`src/rtl/adder_operand_sequencer.sv`:
```
// Serial operand loader and result register for an N-bit ripple adder.
// Operands arrive on LOAD rising edges; results leave over a valid/ready handshake.
module adder_operand_sequencer #(
  parameter int N       = 3,
  parameter int COUNT_W = 8
) (
  input  logic               CLK,
  input  logic               RESET_N,
  input  logic [N-1:0]       DATA_IN,
  input  logic               LOAD,
  input  logic               CLEAR,
  input  logic               ACCUMULATE,
  output logic [N-1:0]       OPERAND1,
  output logic [N-1:0]       OPERAND2,
  input  logic [N-1:0]       SUM,
  input  logic               CARRY,
  output logic [N-1:0]       RESULT,
  output logic               RESULT_CARRY,
  output logic               RESULT_ZERO,
  output logic               RESULT_VALID,
  input  logic               RESULT_READY,
  output logic [COUNT_W-1:0] OP_COUNT,
  output logic [1:0]         STATE
);

  typedef enum logic [1:0] {
    WAIT_A  = 2'd0,
    WAIT_B  = 2'd1,
    CAPTURE = 2'd2,
    HOLD    = 2'd3
  } state_t;

  state_t             state_q;
  logic               load_prev_q;
  logic [N-1:0]       op1_q;
  logic [N-1:0]       op2_q;
  logic [N-1:0]       result_q;
  logic               carry_q;
  logic               zero_q;
  logic               valid_q;
  logic [COUNT_W-1:0] count_q;
  logic               load_edge;

  assign load_edge = LOAD & ~load_prev_q;

  always_ff @(posedge CLK or negedge RESET_N) begin
    if (!RESET_N) begin
      state_q     <= WAIT_A;
      load_prev_q <= 1'b0;
      op1_q       <= '0;
      op2_q       <= '0;
      result_q    <= '0;
      carry_q     <= 1'b0;
      zero_q      <= 1'b1;
      valid_q     <= 1'b0;
      count_q     <= '0;
    end else begin
      load_prev_q <= LOAD;
      if (CLEAR) begin
        // Abort: any edge seen this cycle is swallowed, the counter survives.
        state_q  <= WAIT_A;
        op1_q    <= '0;
        op2_q    <= '0;
        result_q <= '0;
        carry_q  <= 1'b0;
        zero_q   <= 1'b1;
        valid_q  <= 1'b0;
      end else begin
        unique case (state_q)
          WAIT_A: begin
            if (load_edge) begin
              op1_q   <= DATA_IN;
              state_q <= WAIT_B;
            end
          end
          WAIT_B: begin
            if (load_edge) begin
              op2_q   <= DATA_IN;
              state_q <= CAPTURE;
            end
          end
          CAPTURE: begin
            // Operands have been stable for a full cycle, so the adder has settled.
            result_q <= SUM;
            carry_q  <= CARRY;
            zero_q   <= (SUM == '0);
            valid_q  <= 1'b1;
            count_q  <= count_q + 1'b1;
            state_q  <= HOLD;
          end
          HOLD: begin
            if (RESULT_READY) begin
              valid_q <= 1'b0;
              if (ACCUMULATE) begin
                op1_q   <= result_q;
                state_q <= WAIT_B;
              end else if (load_edge) begin
                op1_q   <= DATA_IN;
                state_q <= WAIT_B;
              end else begin
                state_q <= WAIT_A;
              end
            end
          end
          default: state_q <= WAIT_A;
        endcase
      end
    end
  end

  assign OPERAND1     = op1_q;
  assign OPERAND2     = op2_q;
  assign RESULT       = result_q;
  assign RESULT_CARRY = carry_q;
  assign RESULT_ZERO  = zero_q;
  assign RESULT_VALID = valid_q;
  assign OP_COUNT     = count_q;
  assign STATE        = state_q;

endmodule

```
`config.mk`:
```
export PLATFORM = sky130hd
export DESIGN_NAME = adder_operand_sequencer
export DESIGN_NICKNAME = d
export VERILOG_FILES = /design/src/rtl/adder_operand_sequencer.sv
export SDC_FILE = /design/constraint.sdc
export NUM_CORES = 1
export LEC_CHECK = 0
export BUFFER_PORTS_ARGS = -buffer_cell sky130_fd_sc_hd__buf_4
export CELL_PAD_IN_SITES_DETAIL_PLACEMENT = 1
export CELL_PAD_IN_SITES_GLOBAL_PLACEMENT = 1
export CORE_UTILIZATION = 37
export DETAILED_ROUTE_END_ITERATION = 8
export PLACE_DENSITY_LB_ADDON = 0.25
export SYNTH_ARGS = -nofsm -noshare
export SYNTH_HDL_FRONTEND = slang
export SYNTH_SLANG_ARGS = --single-unit
```
`constraint.sdc`:
```
create_clock -name CLK -period 2.15 [get_ports CLK]
set_input_delay 0.43 -clock CLK [delete_from_list [all_inputs] [get_ports CLK]]
set_output_delay 0.43 -clock CLK [all_outputs]
set_load 0.05 [all_outputs]
```
==> results.sh <==
export IMPL_die_h_um=57.17
export IMPL_grtUsageMet1_pct=23.03
export IMPL_area_growth_pct=28.33
export IMPL_arrival_ns=1.77
export IMPL_drtAntennaViolNets=0
export IMPL_wirelength_mm=2.640
export IMPL_grt_use_met2_pct=31.09
export IMPL_clock_skew_ns=0.01180
export IMPL_setup_violations=0
export IMPL_vias=907
export IMPL_max_slew_margin_pct=69.74
export IMPL_place_hpwl_mm=2.028
export IMPL_grt_usage_pct=18.15
export IMPL_cts_clk_slew_worst_paths_ns=0.12
export IMPL_numPortBuffers=34
export IMPL_finalHoldViolations=0
export IMPL_grt_pass1_wl_mm=4.588
export IMPL_clk_path_buf_depth=2
export IMPL_top_usage_layer="met2"
export IMPL_dieArea_sq_um=3268
export IMPL_reg2reg_depth=5
export IMPL_maxCapViolations=0
export IMPL_die_w_um=57.17
export IMPL_status="finished with violations"
export IMPL_ys_seq_area_share_pct=51.22
export IMPL_fin_util_pct=51.08
export IMPL_netSwitchingPower_uw=728.0
export IMPL_end_kind="register"
export IMPL_placed_cells=170
export IMPL_start_util_pct=39.81
export IMPL_syn_avg_cell_area_sq_um=10.52
export IMPL_synth_fp_nets=125
export IMPL_grt_max_degree=24
export IMPL_critical_path_required_ns=2.39
export IMPL_post_route_period_util_pct=71.32
export IMPL_multi_input_area_sq_um=510.5
export IMPL_swShare_pct=46.26
export IMPL_whs_ns=0.2368
export IMPL_cts_htree_levels=1
export IMPL_ys_ff_latch=23
export IMPL_netlist_area_sq_um=1126
export IMPL_n_antenna_cell=0
export IMPL_cts_buffers=3
export IMPL_slew_violations=0
export IMPL_gp_congestion=0.7559
export IMPL_drt_pass1_iter_count=5
export IMPL_seq_area_sq_um=576.8
export IMPL_hold_path_cell_count=1
export IMPL_post_cts_buffers=0
export IMPL_cts_resized=0
export IMPL_grt_overflow=0
export IMPL_leakage_nw=0.6983
export IMPL_rsz0062_at_grt="no"
export IMPL_drt_iter0_drc=14
export IMPL_worst_slew_pin_slew_ns=0.4529
export IMPL_p_seq_share_pct=38.1
export IMPL_fmax_mhz=652.1
export IMPL_rows=19
export IMPL_ctsHoldBuffers=1
export IMPL_worstSkewPairLatency_ns=0.31
export IMPL_cts_tree="done"
export IMPL_root_buffer="clkbuf_4"
export IMPL_grt_pass1_vias=996
export IMPL_antenna_found_initial=0
export IMPL_nets=163
export IMPL_wl_per_cell_um=15.09
export IMPL_layout_drive_gt1_share_pct=31.25
export IMPL_min_path_type="input pin to register"
export IMPL_ys_types=34
export IMPL_use_met3_pct=2.948
export IMPL_coreArea_sq_um=2829
export IMPL_drc=5
export IMPL_syn_inst=107
export IMPL_violations="design-rule violations"
export IMPL_power_density_nw_per_um2=1089
export IMPL_clock_sinks=23
export IMPL_combinationalPowerShare_pct=48.9
export IMPL_tns_ns=0
export IMPL_final_cells=175
export IMPL_critical_path_class="register to register"
export IMPL_intPower_uw=845.8
export IMPL_cp_start_kind="register"
export IMPL_ys_warn_count=0
export IMPL_min_period_ns=1.533
export IMPL_clkPwrFrac_pct=13.0
export IMPL_cp_max_fo=8
export IMPL_viasPerCell=5.183
export IMPL_io_pins=35
export IMPL_irDropWorstVdd_v=0.0004153
export IMPL_r2r_slack_ns=0.62
export IMPL_fill_cells=334
metal layers:
metal / wire, um / vias to the layer above / part of all wire [%]
li1: - / 440 / -
met1: 1224 / 438 / 46
met2: 1263 / 25 / 48
met3: 118 / 4 / 4.5
met4: 34 / 0 / 1.3
met5: 0 / - / 0
Yosys cell counts, drive strengths merged:
library cell   n  area share [%]
and4           1             1.0
a22oi          3             2.0
o2111ai        1            0.78
and2           1            0.56
nand2b         2             1.1
ha             5             5.6
xnor2          5             3.9
mux2           1             1.0
nand2         14             4.7
nor3           1            0.44
dfstp          1             2.3
o41ai          1            0.78
inv            5             1.7
a21oi          6             2.7
nor2           9             3.0
o21ai          5             2.2
xor2           2             1.6
nand3b         1            0.67
o311a          1            0.89
o31ai          1            0.67
mux2i          4             3.6
and3           1            0.56
buf            2             1.4
a32o           1            0.89
dfrtp         22              49
clkbuf         1            0.33
nand3          5             3.1
a21o           1            0.67
o311ai         1            0.78
nor2b          3             2.3
worst paths after layout:
check	from	to
hold reg to reg	OP_COUNT[7]$_DFFE_PN0P_	OP_COUNT[7]$_DFFE_PN0P_
hold / removal	LOAD	load_prev_q$_DFF_PN0_
min in group asynchronous	RESET_N	OP_COUNT[7]$_DFFE_PN0P_
setup / recovery	STATE[0]$_DFFE_PN0P_	OPERAND1[1]$_DFFE_PN0P_
max in group asynchronous	RESET_N	RESULT_ZERO$_DFFE_PN1P_
setup reg to reg	STATE[0]$_DFFE_PN0P_	OPERAND1[1]$_DFFE_PN0P_
sequential cells by signal, summed over array words and instances, names as in the netlist:
register and flops:
OP_COUNT 8, RESULT_ZERO 1, OPERAND1 3, RESULT_VALID 1, STATE 2, RESULT_CARRY 1, RESULT 3, load_prev_q 1
OPERAND2 3
worst max-delay path, cell delays in order, from the launching register on:
cell     delay (ns)
dfrtp_1        0.46
ha_1           0.32
and2_1         0.24
nor2_1         0.21
a22oi_1        0.10
o21ai_1        0.14
placed cells by master (no fill, tap or decap), types with 2 or more instances in the layout:
cell type  count
nand2_1       14
o21ai_1        4
nor2_1         9
mux2i_1        4
ha_1           5
nor2b_1        2
nand3_1        3
a22oi_1        3
nand2b_1       2
inv_1          5
clkbuf_4       3
xor2_1         2
dfrtp_1       22
nand3_2        2
a21oi_1        6
buf_4         35
xnor2_1        5
final cells by class:
class | instances | share of cell area, %
repair buffers | 36 | 18.87
clock inverters | 1 | 0.3463
multi-input cells | 76 | 35.32
inverters | 5 | 1.299
clock buffers | 3 | 1.558
well taps | 31 | 2.684
flip-flops and latches | 23 | 39.91
metrics by stage:
step | setup WS [ns] | total power [mW] | instance area (sq um)
2_1_floorplan | 0.3172 | 1.143 | 1126
3_3_place_gp | 0.6620 | 1.359 | 1408
3_5_place_dp | 0.6170 | 1.382 | 1408
4_1_cts | 0.6206 | 1.590 | 1445
5_1_grt | 0.4548 | 1.676 | 1445
6_report | 0.6165 | 1.574 | 1445
logic make-up (layout without fill, tap and decap cells):
family / Yosys count / in the layout / share of synthesized area [%]
adders and majority gates: 5 / 5 / 5.556
muxes: 5 / 5 / 4.556
and+or+nand+nor: 38 / 38 / 17.44
AOI/OAI and AO/OA: 21 / 21 / 12.33
xor gates and xnor gates: 7 / 7 / 5.445
buffers and inverters: 8 / 45 / 3.444
DFF: 23 / 23 / 51.22
power groups by stage:
stage	Combinational, mW	Sequential [mW]	Clock [mW]
after floorplan	0.274	0.868	0
after global placement	0.758	0.602	0
after detailed placement	0.772	0.610	0
after CTS	0.776	0.600	0.213
after global routing	0.834	0.613	0.229
final	0.769	0.600	0.205
(Power assumes the default switching activity.)
